[src/rtl/aes_key_expand_ctrl.sv]
// Runs one AES-128 key-schedule instance round by round and keeps all 11 round keys in a local table.
// Optional AES_KEY_CACHE_EN: a start carrying the key already expanded in the table skips the expansion.
module aes_key_expand_ctrl #(
  parameter int KS_LATENCY = 1,
  parameter int NUM_ROUNDS = 10
) (
  input  logic         clk,
  input  logic         rst,
  input  logic         start,
  input  logic [127:0] key_in,
  output logic         busy,
  output logic         done,
  output logic         tbl_valid,
  output logic         ks_en,
  output logic [127:0] ks_din,
  output logic [3:0]   ks_round,
  input  logic [127:0] ks_dout,
  input  logic [3:0]   rk_addr,
  output logic [127:0] rk_data
);

  localparam int         DEPTH      = NUM_ROUNDS + 1;
  localparam logic [2:0] CNT_LAST   = 3'(KS_LATENCY - 1);
  localparam logic [3:0] LAST_ROUND = 4'(NUM_ROUNDS);

  typedef enum logic [1:0] {IDLE, ISSUE, WAIT, FIN} state_t;

  state_t         state_q, state_d;
  logic [3:0]     r_q, r_d;
  logic [2:0]     cnt_q, cnt_d;
  logic [127:0]   ks_din_q, ks_din_d;
  logic [3:0]     ks_round_q, ks_round_d;
  logic           busy_q, busy_d;
  logic           done_q, done_d;
  logic           tbl_valid_q, tbl_valid_d;
  logic [127:0]   rk_data_q, rk_data_d;
  logic [127:0]   tbl_q [DEPTH];
  logic [127:0]   tbl_d [DEPTH];

  logic           wr_en;
  logic [3:0]     wr_idx;
  logic [127:0]   wr_data;
  logic           cache_hit;

`ifdef AES_KEY_CACHE_EN
  assign cache_hit = tbl_valid_q && (key_in == tbl_q[0]);
`else
  assign cache_hit = 1'b0;
`endif

  always_comb begin
    state_d     = state_q;
    r_d         = r_q;
    cnt_d       = cnt_q;
    ks_din_d    = ks_din_q;
    ks_round_d  = ks_round_q;
    busy_d      = busy_q;
    done_d      = 1'b0;
    tbl_valid_d = tbl_valid_q;
    ks_en       = 1'b0;
    wr_en       = 1'b0;
    wr_idx      = 4'd0;
    wr_data     = '0;

    case (state_q)
      IDLE: begin
        if (start) begin
          if (cache_hit) begin
            // Table already holds this key's expansion: report completion only.
            state_d = FIN;
          end else begin
            wr_en       = 1'b1;
            wr_idx      = 4'd0;
            wr_data     = key_in;
            ks_din_d    = key_in;
            ks_round_d  = 4'd1;
            r_d         = 4'd1;
            tbl_valid_d = 1'b0;
            busy_d      = 1'b1;
            state_d     = ISSUE;
          end
        end
      end
      ISSUE: begin
        ks_en   = 1'b1;
        cnt_d   = 3'd0;
        state_d = WAIT;
      end
      WAIT: begin
        ks_en = 1'b1;
        cnt_d = cnt_q + 3'd1;
        if (cnt_q == CNT_LAST) begin
          wr_en   = 1'b1;
          wr_idx  = r_q;
          wr_data = ks_dout;
          if (r_q == LAST_ROUND) begin
            busy_d  = 1'b0;
            state_d = FIN;
          end else begin
            ks_din_d   = ks_dout;
            ks_round_d = r_q + 4'd1;
            r_d        = r_q + 4'd1;
            state_d    = ISSUE;
          end
        end
      end
      FIN: begin
        busy_d      = 1'b0;
        tbl_valid_d = 1'b1;
        done_d      = 1'b1;
        state_d     = IDLE;
      end
      default: state_d = IDLE;
    endcase
  end

  // Single write port; reads below see the pre-write contents.
  always_comb begin
    for (int i = 0; i < DEPTH; i++) begin
      tbl_d[i] = tbl_q[i];
      if (wr_en && (wr_idx == 4'(i))) tbl_d[i] = wr_data;
    end
  end

  always_comb begin
    rk_data_d = '0;
    for (int i = 0; i < DEPTH; i++) begin
      if (rk_addr == 4'(i)) rk_data_d = tbl_q[i];
    end
  end

  always_ff @(posedge clk) begin
    if (rst) begin
      state_q     <= IDLE;
      r_q         <= 4'd0;
      cnt_q       <= 3'd0;
      ks_din_q    <= '0;
      ks_round_q  <= 4'd0;
      busy_q      <= 1'b0;
      done_q      <= 1'b0;
      tbl_valid_q <= 1'b0;
      rk_data_q   <= '0;
      for (int i = 0; i < DEPTH; i++) tbl_q[i] <= '0;
    end else begin
      state_q     <= state_d;
      r_q         <= r_d;
      cnt_q       <= cnt_d;
      ks_din_q    <= ks_din_d;
      ks_round_q  <= ks_round_d;
      busy_q      <= busy_d;
      done_q      <= done_d;
      tbl_valid_q <= tbl_valid_d;
      rk_data_q   <= rk_data_d;
      for (int i = 0; i < DEPTH; i++) tbl_q[i] <= tbl_d[i];
    end
  end

  assign busy      = busy_q;
  assign done      = done_q;
  assign tbl_valid = tbl_valid_q;
  assign ks_din    = ks_din_q;
  assign ks_round  = ks_round_q;
  assign rk_data   = rk_data_q;

endmodule

[config.mk]
export PLATFORM = sky130hd
export DESIGN_NAME = aes_key_expand_ctrl
export DESIGN_NICKNAME = d
export VERILOG_FILES = /design/src/rtl/aes_key_expand_ctrl.sv
export SDC_FILE = /design/constraint.sdc
export NUM_CORES = 2
export LEC_CHECK = 0
export BUFFER_PORTS_ARGS = -buffer_cell sky130_fd_sc_hd__buf_2
export CORE_MARGIN = 1.5
export CORE_UTILIZATION = 60
export DETAILED_ROUTE_END_ITERATION = 12
export PLACE_DENSITY = 0.8
export SYNTH_ARGS = -nofsm -noshare
export SYNTH_HDL_FRONTEND = slang
export SYNTH_SLANG_ARGS = --single-unit
[constraint.sdc]
create_clock -name clk -period 7 [get_ports clk]
set_clock_uncertainty 0.2 [all_clocks]
set_input_delay 0.7 -clock clk [delete_from_list [all_inputs] [get_ports clk]]
set_output_delay 0.7 -clock clk [all_outputs]
set_load 0.02 [all_outputs]
==> results.py <==
metrics = {
    "run_status": {
        "result_of_the_run": "completed",
    },
    "sta": {
        "layout_min_cycle_time_ns": 4.09,
        "setup_viol_count_final": 0,
        "slew_headroom": 0.0522,
        "layout_worst_path_cycle_share": 0.585,
        "fin_tns_setup_ns": 0,
        "final-max-slew-violation-count": 0,
        "setup_repair_after_global_routing_missed_its_margin": "false",
        "tightestPinTransition_ns": 1.42,
        "timing.fmax_ghz": 0.244,
        "final_hold_viol_count": 0,
        "postLayoutSetupSlackWorst_ns": 2.91,
    },
    "placed_design": {
        "preCtsSetupSlack_ns": 2.79,
        "routability_cong": 0.820,
        "dp.final_hpwl_um": 117000,
        "placement.io_buffers": 526,
    },
    "cts": {
        "post-cts-setup-buffer-count": 0,
        "clk_path_buf_depth": 3,
        "cts.reportedPaths.clkPinSlew_ns": 0.06,
        "cts-root-buf": "sky130_fd_sc_hd__clkbuf_16",
        "clk-insertion-delay-late_ns": 0.78,
        "clock_sink_count": 1676,
        "cts_made_buffers": 167,
        "clock_tree_from_tritoncts": "yes",
        "cts.htree.levels": 4,
    },
    "synth": {
        "synth-seq-area-share": 0.476,
        "ys_ff_latch": 1676,
        "synth_top_flop_cell": "sky130_fd_sc_hd__dfxtp_1",
        "postSynthNetCount": 8447,
        "yosys_warnings": 0,
        "synthesis.area_um2": 70500,
        "number_of_library_cell_types_mapped_by_synthesis": 61,
        "synth_async_sr_flop_share": 0,
        "post_synthesis_instance_total": 8176,
        "syn_avg_cell_area_um2": 8.62,
        "netlist.top_cell.by_area": "sky130_fd_sc_hd__dfxtp_1",
        "synth_edf_count": 0,
        "synth.area.top_cells": "sky130_fd_sc_hd__dfxtp_1 48%, sky130_fd_sc_hd__a211oi_1 17%, sky130_fd_sc_hd__nor2_1 10%, sky130_fd_sc_hd__mux2i_1 4.0%, sky130_fd_sc_hd__clkbuf_1 3.0%",
        "post-synth-top-area-fraction": 0.476,
    },
    "cells_and_area": {
        "n_fill_cell": 9292,
        "layout_commonest_cell": "sky130_fd_sc_hd__nor2_1",
        "layout.nets": 8319,
        "layout_common_cells": "1891 x sky130_fd_sc_hd__nor2_1, 1676 x sky130_fd_sc_hd__dfxtp_1, 1600 x sky130_fd_sc_hd__a211oi_1",
        "area_used_by_multi_input_combinational_logic_um2": 32700,
        "area.growth.synth_to_final_pct": 10.9,
        "layout.area.seq_um2": 33600,
        "layout-drive-gt1-share": 0.119,
    },
    "global_routing": {
        "groute.layer.met1.usage": 0.476,
        "gr-total-overflow": 0,
        "pin_count_of_the_biggest_net_entering_global_routing": 219,
        "globalRouteMet2Util": 0.569,
        "met3_usage": 0.0659,
        "number_of_global_route_vias_before_repair": 59951,
        "wire_length_of_the_first_global_routing_pass_um": 341000,
        "grt_most_used_layer": "met2",
        "grt_antenna_before_repair": 10,
        "global_route.usage.total": 0.355,
    },
    "floorplan": {
        "io_pins": 527,
        "fp.dieArea_um2": 120000,
        "die_w_um": 346,
        "core_region_area_um2": 116000,
        "initial_core_util": 0.606,
        "floorplan.rows": 125,
        "fp.dieH_um": 346,
    },
    "pwr": {
        "p_per_area_nw_per_um2": 285,
        "power.ir.vdd_worst_mv": 0.286,
        "p_leak_uw": 0.0261,
    },
    "worst_setup_path": {
        "critPathMostFrequentCell": "sky130_fd_sc_hd__buf_4",
        "cp_data_arrival_time_ns": 4.58,
        "regToRegEndpoint": "tbl_q[10][58]",
        "critical_path_cell_count": 9,
        "setup.reg_to_reg.worst_slack_ns": 2.91,
        "crit-reg2reg-launch": "state_q[0]",
        "cp_slowest_stage_delay_ns": 0.77,
        "path_max_fanout": 64,
        "cpMaxStageDelayCell": "sky130_fd_sc_hd__buf_4",
        "critical_path_cell_by_cell": "inv_1, ha_4, and3b_1, buf_4, nand2_1, nor3_4, buf_4, nor2_1, a211oi_1",
        "critical_path.top_delay_family": "simple AND/OR/NAND/NOR gates",
        "worst_ep_required_time_ns": 7.48,
        "end_kind": "flop",
        "crit_type": "flop to flop",
        "critical_path.endpoint": "tbl_q[10][58]",
        "critical_path.n_buffers_inverters": 3,
        "critPathLaunchType": "flop",
        "critical_path_origin": "state_q[0]",
        "rr_worst_depth": 9,
    },
    "run": {
        "max_cap_viol_count": 0,
    },
    "drt": {
        "drt-vias-per-instance": 6.52,
        "post-route-drc-count": 0,
        "detailroute.via_count": 63290,
        "antenna_violating_nets_post_route": 0,
        "dr.pass1.iters": 8,
        "routed_wire_length_per_instance_um": 22.8,
        "wirelength_um": 221000,
        "drt_iter0_markers": 7808,
    },
    "min_path": {
        "worst_hold_path_class": "input pin to flop",
    },
}
-- through the flow --
step                 util  cell area, um^2  total power (uW)  std cells  hold WS (ns)
floorplan               -            70500             12400       8176         0.247
global placement    0.620            72100             13300       9349         0.254
detailed placement  0.620            72100             13300       9349         0.260
CTS                 0.671            78100             22200       9698       0.00217
global route        0.671            78100             23000       9699        0.0239
finish              0.671            78100             22300       9701        0.0212
-- tightest hold or removal path: cells and delay by family --
kind	cells	cell delay, ns
buf+inv	1	0.10
simple gates	1	0.08
compound gates	1	0.08
-- worst min path at each step --
| stage | startpoint | end | slack (ns) | cells past startpoint |
|---|---|---|---|---|
| finish | ks_dout[4] | ks_din[4] | 0.02 | 3 |
| global route | ks_dout[16] | ks_din[16] | 0.02 | 3 |
| CTS | ks_dout[5] | ks_din[5] | 0.002 | 3 |
| detailed placement | tbl_q[10][114] | rk_data[114] | 0.26 | 2 |
| global placement | tbl_q[10][50] | rk_data[50] | 0.25 | 2 |
| floorplan | tbl_q[10][114] | rk_data[114] | 0.25 | 2 |
-- cells by family (layout without fill, tap and decap cells) --
kind of cell / count (synthesis) / in the layout / synth area share
DFF: 1676 / 1676 / 0.476
muxes: 289 / 289 / 0.0414
buffers and inverters: 1009 / 1008 / 0.0634
AOI/OAI and AO/OA: 2794 / 2794 / 0.284
adders and majority gates: 8 / 8 / 0.00142
other: 0 / 2 / 0
xor gates and xnor gates: 2 / 2 / 0.000249
and+or+nand+nor: 2398 / 2398 / 0.133
-- metal layers --
layer	routed length [um]	share of wire	up-vias
met5	28	0.00013	-
met4	6980	0.032	4
met3	22100	0.10	489
met2	101000	0.46	3264
met1	91400	0.41	30183
li1	-	-	29350
-- layout make-up --
| type | count | share of cell area |
|---|---|---|
| inverters | 19 | 0.000929 |
| well taps | 1524 | 0.0244 |
| repair buffers | 693 | 0.0566 |
| clock buffers | 253 | 0.0638 |
| clock inverters | 43 | 0.00637 |
| multi-input cells | 5491 | 0.418 |
| diodes | 2 | 0.0000641 |
| flip-flops and latches | 1676 | 0.429 |
-- cell usage after synthesis, types with 30 or more instances --
cell                          n
sky130_fd_sc_hd__nand2_1    399
sky130_fd_sc_hd__o21ai_0    241
sky130_fd_sc_hd__o221ai_1    68
sky130_fd_sc_hd__a32oi_1     98
sky130_fd_sc_hd__nor2_1    1895
sky130_fd_sc_hd__buf_2      276
sky130_fd_sc_hd__a22o_1      79
sky130_fd_sc_hd__dfxtp_1   1676
sky130_fd_sc_hd__buf_1       72
sky130_fd_sc_hd__buf_4       82
sky130_fd_sc_hd__a22oi_1     98
sky130_fd_sc_hd__a211oi_1  1600
sky130_fd_sc_hd__mux2i_1    285
sky130_fd_sc_hd__clkbuf_1   555
sky130_fd_sc_hd__a21oi_1    281
sky130_fd_sc_hd__a222oi_1    30
sky130_fd_sc_hd__o22ai_1    150
sky130_fd_sc_hd__a211oi_2    35
-- report_power, final --
part	internal [uW]	leakage [uW]	switching (uW)
Combinational	917	0.00984	2220
Sequential	9920	0.0136	218
Clock	5210	0.00271	3800
Total	16100	0.0261	6230
-- what timing repair did --
action | CTS | global route
hold buffers | 53 | 0
hold endpoints to repair | 29 | 0
resized for setup | 0 | 0
-- registers in the layout (all words and copies together) (netlist names) --
| register | count |
|---|---|
| busy | 1 |
| cnt_q | 3 |
| done | 1 |
| ks_din | 128 |
| ks_round | 4 |
| rk_data | 128 |
| state_q | 2 |
| tbl_q | 1408 |
| tbl_valid | 1 |
Power figures use the tool's default switching activity.
